### config.mk
export PLATFORM = sky130hd
export DESIGN_NAME = arm_imm_encoder_flat
export DESIGN_NICKNAME = d
export VERILOG_FILES = /design/src/rtl/arm_pkg.sv /design/src/rtl/arm_imm_encoder_if.sv /design/src/rtl/imm_rot_checker.sv /design/src/rtl/arm_imm_encoder.sv /design/src/flat_wrapper.sv
export SDC_FILE = /design/constraint.sdc
export NUM_CORES = 1
export LEC_CHECK = 0
export CAP_MARGIN = 0
export CORE_UTILIZATION = 45
export DETAILED_ROUTE_END_ITERATION = 6
export PLACE_DENSITY = 0.66
export SYNTH_ARGS = -nofsm -noshare
export SYNTH_HDL_FRONTEND = slang
export SYNTH_SLANG_ARGS = --single-unit
### constraint.sdc
create_clock -name clk -period 3.7 [get_ports clk]
set_input_delay 0.37 -clock clk [delete_from_list [all_inputs] [get_ports clk]]
set_output_delay 0.37 -clock clk [all_outputs]
set_load 0.01 [all_outputs]
### src/rtl/arm_pkg.sv
// Shared definitions for the ARM rotated-immediate encoder: FSM states, field
// widths and a 32-bit rotate-left helper usable from RTL and testbench.
package arm_pkg;

    localparam int IMM8_W = 8;
    localparam int ROT_W  = 4;
    localparam int SHOP_W = 12;

    typedef enum logic [1:0] {
        ENC_IDLE   = 2'd0,
        ENC_SEARCH = 2'd1,
        ENC_RESULT = 2'd2
    } enc_state_e;

    function automatic logic [31:0] rol32(input logic [31:0] value, input logic [4:0] amount);
        logic [63:0] dbl_s;
        dbl_s = {value, value} << amount;
        return dbl_s[63:32];
    endfunction

endpackage

### src/rtl/arm_imm_encoder_if.sv
// Request/response bundle of the immediate encoder: constant in, shift_operand out.
interface arm_imm_encoder_if;
    import arm_pkg::*;

    logic              in_valid;
    logic              in_ready;
    logic [31:0]       in_value;
    logic              out_valid;
    logic              out_ready;
    logic              out_encodable;
    logic              out_invert;
    logic [SHOP_W-1:0] out_shift_operand;

    modport master (
        output in_valid, in_value, out_ready,
        input  in_ready, out_valid, out_encodable, out_invert, out_shift_operand
    );

    modport slave (
        input  in_valid, in_value, out_ready,
        output in_ready, out_valid, out_encodable, out_invert, out_shift_operand
    );

endinterface

### src/rtl/imm_rot_checker.sv
// Tests one rotation: does ROL(work, 2*rot) fit in the low byte?
module imm_rot_checker
    import arm_pkg::*;
(
    input  logic [31:0]       work,
    input  logic [ROT_W-1:0]  rot,
    output logic              hit,
    output logic [IMM8_W-1:0] imm8
);

    logic [31:0] cand_s;

    // Undo the decoder's ROR; a valid encoding leaves only imm8 populated.
    always_comb begin
        cand_s = rol32(work, {rot, 1'b0});
        hit    = (cand_s[31:IMM8_W] == 24'd0);
        imm8   = cand_s[IMM8_W-1:0];
    end

endmodule

### src/rtl/arm_imm_encoder.sv
// Iterative ARM operand-2 immediate encoder: one rotation per cycle, direct
// pass first and, when TRY_INVERT is set, a second pass over ~value (MVN form).
module arm_imm_encoder
    import arm_pkg::*;
#(
    parameter bit TRY_INVERT = 1'b1
)
(
    input  logic             clk,
    input  logic             rst,
    arm_imm_encoder_if.slave bus,
    output logic             busy
);

    enc_state_e        state_r, state_next_s;
    logic [ROT_W-1:0]  rot_r, rot_next_s;
    logic              pass_r, pass_next_s;
    logic [31:0]       value_r, value_next_s;
    logic              enc_r, enc_next_s;
    logic              inv_r, inv_next_s;
    logic [SHOP_W-1:0] shop_r, shop_next_s;
    logic              in_ready_r;
    logic              out_valid_r;
    logic              busy_r;

    logic [31:0]       work_s;
    logic              hit_s;
    logic [IMM8_W-1:0] imm8_s;

    // Select the operand under test for the current pass.
    always_comb begin
        if (pass_r) begin
            work_s = ~value_r;
        end else begin
            work_s = value_r;
        end
    end

    imm_rot_checker u_checker (
        .work (work_s),
        .rot  (rot_r),
        .hit  (hit_s),
        .imm8 (imm8_s)
    );

    // Next-state and result computation; search order gives the canonical encoding.
    always_comb begin
        state_next_s = state_r;
        rot_next_s   = rot_r;
        pass_next_s  = pass_r;
        value_next_s = value_r;
        enc_next_s   = enc_r;
        inv_next_s   = inv_r;
        shop_next_s  = shop_r;
        case (state_r)
            ENC_IDLE: begin
                if (bus.in_valid) begin
                    value_next_s = bus.in_value;
                    rot_next_s   = 4'd0;
                    pass_next_s  = 1'b0;
                    state_next_s = ENC_SEARCH;
                end else begin
                    state_next_s = ENC_IDLE;
                end
            end
            ENC_SEARCH: begin
                if (hit_s) begin
                    shop_next_s  = {rot_r, imm8_s};
                    inv_next_s   = pass_r;
                    enc_next_s   = 1'b1;
                    state_next_s = ENC_RESULT;
                end else if (rot_r != 4'd15) begin
                    rot_next_s   = rot_r + 4'd1;
                end else if (TRY_INVERT && !pass_r) begin
                    pass_next_s  = 1'b1;
                    rot_next_s   = 4'd0;
                end else begin
                    enc_next_s   = 1'b0;
                    inv_next_s   = 1'b0;
                    shop_next_s  = 12'd0;
                    state_next_s = ENC_RESULT;
                end
            end
            ENC_RESULT: begin
                if (bus.out_ready) begin
                    state_next_s = ENC_IDLE;
                end else begin
                    state_next_s = ENC_RESULT;
                end
            end
            default: begin
                state_next_s = ENC_IDLE;
            end
        endcase
    end

    // State, search registers and registered outputs (flags decoded from next state).
    always_ff @(posedge clk) begin
        if (rst) begin
            state_r     <= ENC_IDLE;
            rot_r       <= 4'd0;
            pass_r      <= 1'b0;
            value_r     <= 32'd0;
            enc_r       <= 1'b0;
            inv_r       <= 1'b0;
            shop_r      <= 12'd0;
            in_ready_r  <= 1'b1;
            out_valid_r <= 1'b0;
            busy_r      <= 1'b0;
        end else begin
            state_r     <= state_next_s;
            rot_r       <= rot_next_s;
            pass_r      <= pass_next_s;
            value_r     <= value_next_s;
            enc_r       <= enc_next_s;
            inv_r       <= inv_next_s;
            shop_r      <= shop_next_s;
            in_ready_r  <= (state_next_s == ENC_IDLE);
            out_valid_r <= (state_next_s == ENC_RESULT);
            busy_r      <= (state_next_s == ENC_SEARCH);
        end
    end

    assign bus.in_ready          = in_ready_r;
    assign bus.out_valid         = out_valid_r;
    assign bus.out_encodable     = enc_r;
    assign bus.out_invert        = inv_r;
    assign bus.out_shift_operand = shop_r;
    assign busy                  = busy_r;

endmodule

### src/flat_wrapper.sv
// flat-port wrapper written by rule: the top's interface ports become plain ports
module arm_imm_encoder_flat import arm_pkg::*;
#(
    parameter bit TRY_INVERT = 1'b1
)
  (clk, rst, busy, bus_in_valid, bus_in_value, bus_out_ready, bus_in_ready, bus_out_valid, bus_out_encodable, bus_out_invert, bus_out_shift_operand);
  arm_imm_encoder_if bus_i ();
  input  logic clk;
  input  logic rst;
  output logic busy;
  input wire logic [$bits(bus_i.in_valid)-1:0] bus_in_valid;
  input wire logic [$bits(bus_i.in_value)-1:0] bus_in_value;
  input wire logic [$bits(bus_i.out_ready)-1:0] bus_out_ready;
  output wire logic [$bits(bus_i.in_ready)-1:0] bus_in_ready;
  output wire logic [$bits(bus_i.out_valid)-1:0] bus_out_valid;
  output wire logic [$bits(bus_i.out_encodable)-1:0] bus_out_encodable;
  output wire logic [$bits(bus_i.out_invert)-1:0] bus_out_invert;
  output wire logic [$bits(bus_i.out_shift_operand)-1:0] bus_out_shift_operand;
  assign bus_i.in_valid = bus_in_valid;
  assign bus_i.in_value = bus_in_value;
  assign bus_i.out_ready = bus_out_ready;
  assign bus_in_ready = bus_i.in_ready;
  assign bus_out_valid = bus_i.out_valid;
  assign bus_out_encodable = bus_i.out_encodable;
  assign bus_out_invert = bus_i.out_invert;
  assign bus_out_shift_operand = bus_i.out_shift_operand;
  arm_imm_encoder #(.TRY_INVERT(TRY_INVERT)) u_core (.clk(clk), .rst(rst), .bus(bus_i), .busy(busy));
endmodule
==> reports/metrics.csv <==
stage,metric,value,unit
grt,number of global-route vias before repair,4054,
layout,Final Cell Area,5310,um2
drt,final wirelength,12600,um
cts,Post-CTS Setup Bufs,0,
cts,CTS sink count,56,
logic_synthesis,async set-reset flop share out of synthesis,0,%
drt,WL/cell,17.5,um
sta,hold slack,0.463,ns
floorplan,Top Ports,53,
place,Cells after DPL,715,
grt,grt ovf,0,
cts,# hold bufs at CTS,0,
logic_synthesis,top cell type by total area after synthesis,dfxtp_1,
sta,Setup TNS Final,0,ns
sta,relative slew slack,21.0,%
drt,"antenna viol nets, final",0,
power_and_ir_drop,LEAKAGE,1.78,nW
logic_synthesis,synth warn,0,
place,placed instance area,5200,um2
layout,fin cells,723,
layout,Nets,626,
cts,"Reg clk slew, reported paths",0.11,ns
min_path,Worst Hold Class,register to register,
floorplan,Initial Util,46.7,%
logic_synthesis,synth top area cells,"dfxtp_1 (24%), mux2i_1 (13%), mux4_2 (12%), nand2_1 (7.5%), a21oi_1 (5.3%)",
sta,RSZ-0062 raised after global routing,no,
setup_path,critical path peak fanout,32,
logic_synthesis,post-synthesis net count,593,
run,max cap viols,0,
sta,Setup WS post-layout,0.284,ns
setup_path,arrival time at the worst endpoint,3.64,ns
layout,Fillers,975,
logic_synthesis,Mean Syn Cell Area,8.25,um2
grt,total track usage,25.3,%
layout,diode count,0,
status,outcome,completed,
cts,CTS Buf Count,5,
grt,largest net degree at the start of global routing,43,
setup_path,"Req. time, crit path",3.93,ns
sta,period utilization,92.3,%
min_path,Hold Path Depth,2,
logic_synthesis,post-synth top area share,24.4,%
logic_synthesis,Post-synth EDFFs,0,
sta,final count of negative-setup-slack endpoints,0,
floorplan,Cell Rows,36,
logic_synthesis,"Top FF cell, synth",dfxtp_1,
drt,DR vias,4291,
drt,1st-iter DRT viols,368,
place,hpwl dp,9130,um
floorplan,die footprint,10600,um2
sta,worst slew pin tran,1.18,ns
place,"worst slack, placed",0.338,ns
logic_synthesis,Post-Synthesis Cells,556,
setup_path,Critical Path Sink Type,register,
setup_path,Critical Path Source Type,register,
layout,Area Overhead vs Synth,15.8,%
floorplan,Die H,103,um
place,I/O Buffers,52,
grt,first-pass GRT wire length,20800,um
place,gpl congestion,0.931,
layout,share of layout cells above drive strength 1,12.2,%
cts,clock root cell,clkbuf_8,
floorplan,Die X,103,um
cts,htree depth,2,
logic_synthesis,most common cell in the netlist,nand2_1,
logic_synthesis,#FFs+latches synth,56,
cts,TritonCTS clock tree,yes,
cts,CTS resizes,0,
sta,Max Slew Vio Count,0,
cts,Worst-Skew Late Latency,0.33,ns
layout,Final Core Density,54.1,%
drt,Detailed Routing Iterations Pass 1,5,
power_and_ir_drop,"Power, Total",1.65,mW
power_and_ir_drop,Max rail drop VDD,0.000241,V
logic_synthesis,commonest cells in the synthesized netlist,"nand2_1 (92), mux2i_1 (58), dfxtp_1 (56)",
logic_synthesis,mapped cell area,4590,um2
sta,highest clock rate,293,MHz
sta,Layout Skew,0.0101,ns
sta,final hold vios,0,
cts,clock tree buffer depth,2,
floorplan,Core Area,9820,um2
logic_synthesis,Cell variety after synth,62,
sta,Tmin final,3.42,ns
setup_path,R2R cell count,9,
grt,initial antenna violation count,0,
drt,Post-route DRC,0,
setup_path,Crit Path Class,register to register,
drt,Via-to-Cell Ratio,5.93,
power_and_ir_drop,Pwr Density,310,nW/um2
logic_synthesis,sequential element share of the synthesized area,24.4,%
## state kept, by name, summed over array words and instances, names as in the netlist
register	count
u_core.state_r	2
u_core.value_r	32
u_core.busy	1
u_core.bus.out_invert	1
u_core.bus.out_shift_operand	12
u_core.bus.out_valid	1
u_core.pass_r	1
u_core.bus.in_ready	1
u_core.bus.out_encodable	1
u_core.rot_r	4
## area by class of cell
cell class | count | area [um2] | share of cell area [%]
Inverter | 4 | 15.0 | 0.283
Tap cell | 133 | 166 | 3.13
Multi-Input combinational cell | 447 | 3180 | 59.8
Clock buffer | 5 | 68.8 | 1.30
Timing Repair Buffer | 75 | 713 | 13.4
Clock inverter | 3 | 46.3 | 0.871
Sequential cell | 56 | 1130 | 21.2
## critical path, stage by stage, from the launching register on
cell and delay [ns]:
dfxtp_4 0.68, buf_12 0.24, mux4_2 0.50, a211o_1 0.33, xnor2_1 0.15, or3_1 0.32
o31ai_1 0.30, and3_4 0.28, nand2b_2 0.17, mux2_1 0.33
## power breakdown
group / internal [mW] / switching [mW]
combinational: 0.259 / 0.243
clock: 0.206 / 0.228
sequential: 0.635 / 0.0777
## cell usage in the layout (no fill, tap or decap), types with 6 or more instances in the layout
master and n:
xnor2_1 24, nor3b_1 6, o22ai_1 7, mux4_2 25, o21ai_1 13, mux2i_1 58
clkdlybuf4s50_1 51, or3_1 6, nor3_1 16, buf_4 21, nand2b_1 21, dfxtp_1 53
nand3_1 11, nor2_1 42, nand2_1 92, a21oi_1 49
## logic make-up (layout without fill, tap and decap cells)
logic type | count (synthesis) | in the layout | synth area share [%]
buffers and inverters | 53 | 87 | 6.33
flip-flops | 56 | 56 | 24.4
AND/OR/NAND/NOR | 230 | 230 | 24.0
XOR/XNOR | 24 | 24 | 4.58
multiplexers | 88 | 88 | 26.2
adder cells (fa/ha/maj) | 1 | 1 | 0.273
AO/OA/AOI/OAI | 104 | 104 | 14.1
## worst paths after layout
| kind | startpoint | to | slack (ns) |
|---|---|---|---|
| setup reg to reg | u_core.rot_r[0] | u_core.rot_r[1] | 0.28 |
| hold / removal | u_core.bus.out_encodable | u_core.bus.out_encodable | 0.46 |
| hold reg to reg | u_core.bus.out_encodable | u_core.bus.out_encodable | 0.46 |
| setup / recovery | u_core.rot_r[0] | u_core.rot_r[1] | 0.28 |
## metal layers
layer	up-vias	wire, um	GRT usage [%]	share of wire (%)
met2	179	5870	40.9	46
li1	2074	-	-	-
met5	-	0	0	0
met3	28	761	3.59	6.0
met4	0	344	9.21	2.7
met1	2010	5670	34.3	45
Note: power is estimated with default switching activity, not from simulation.
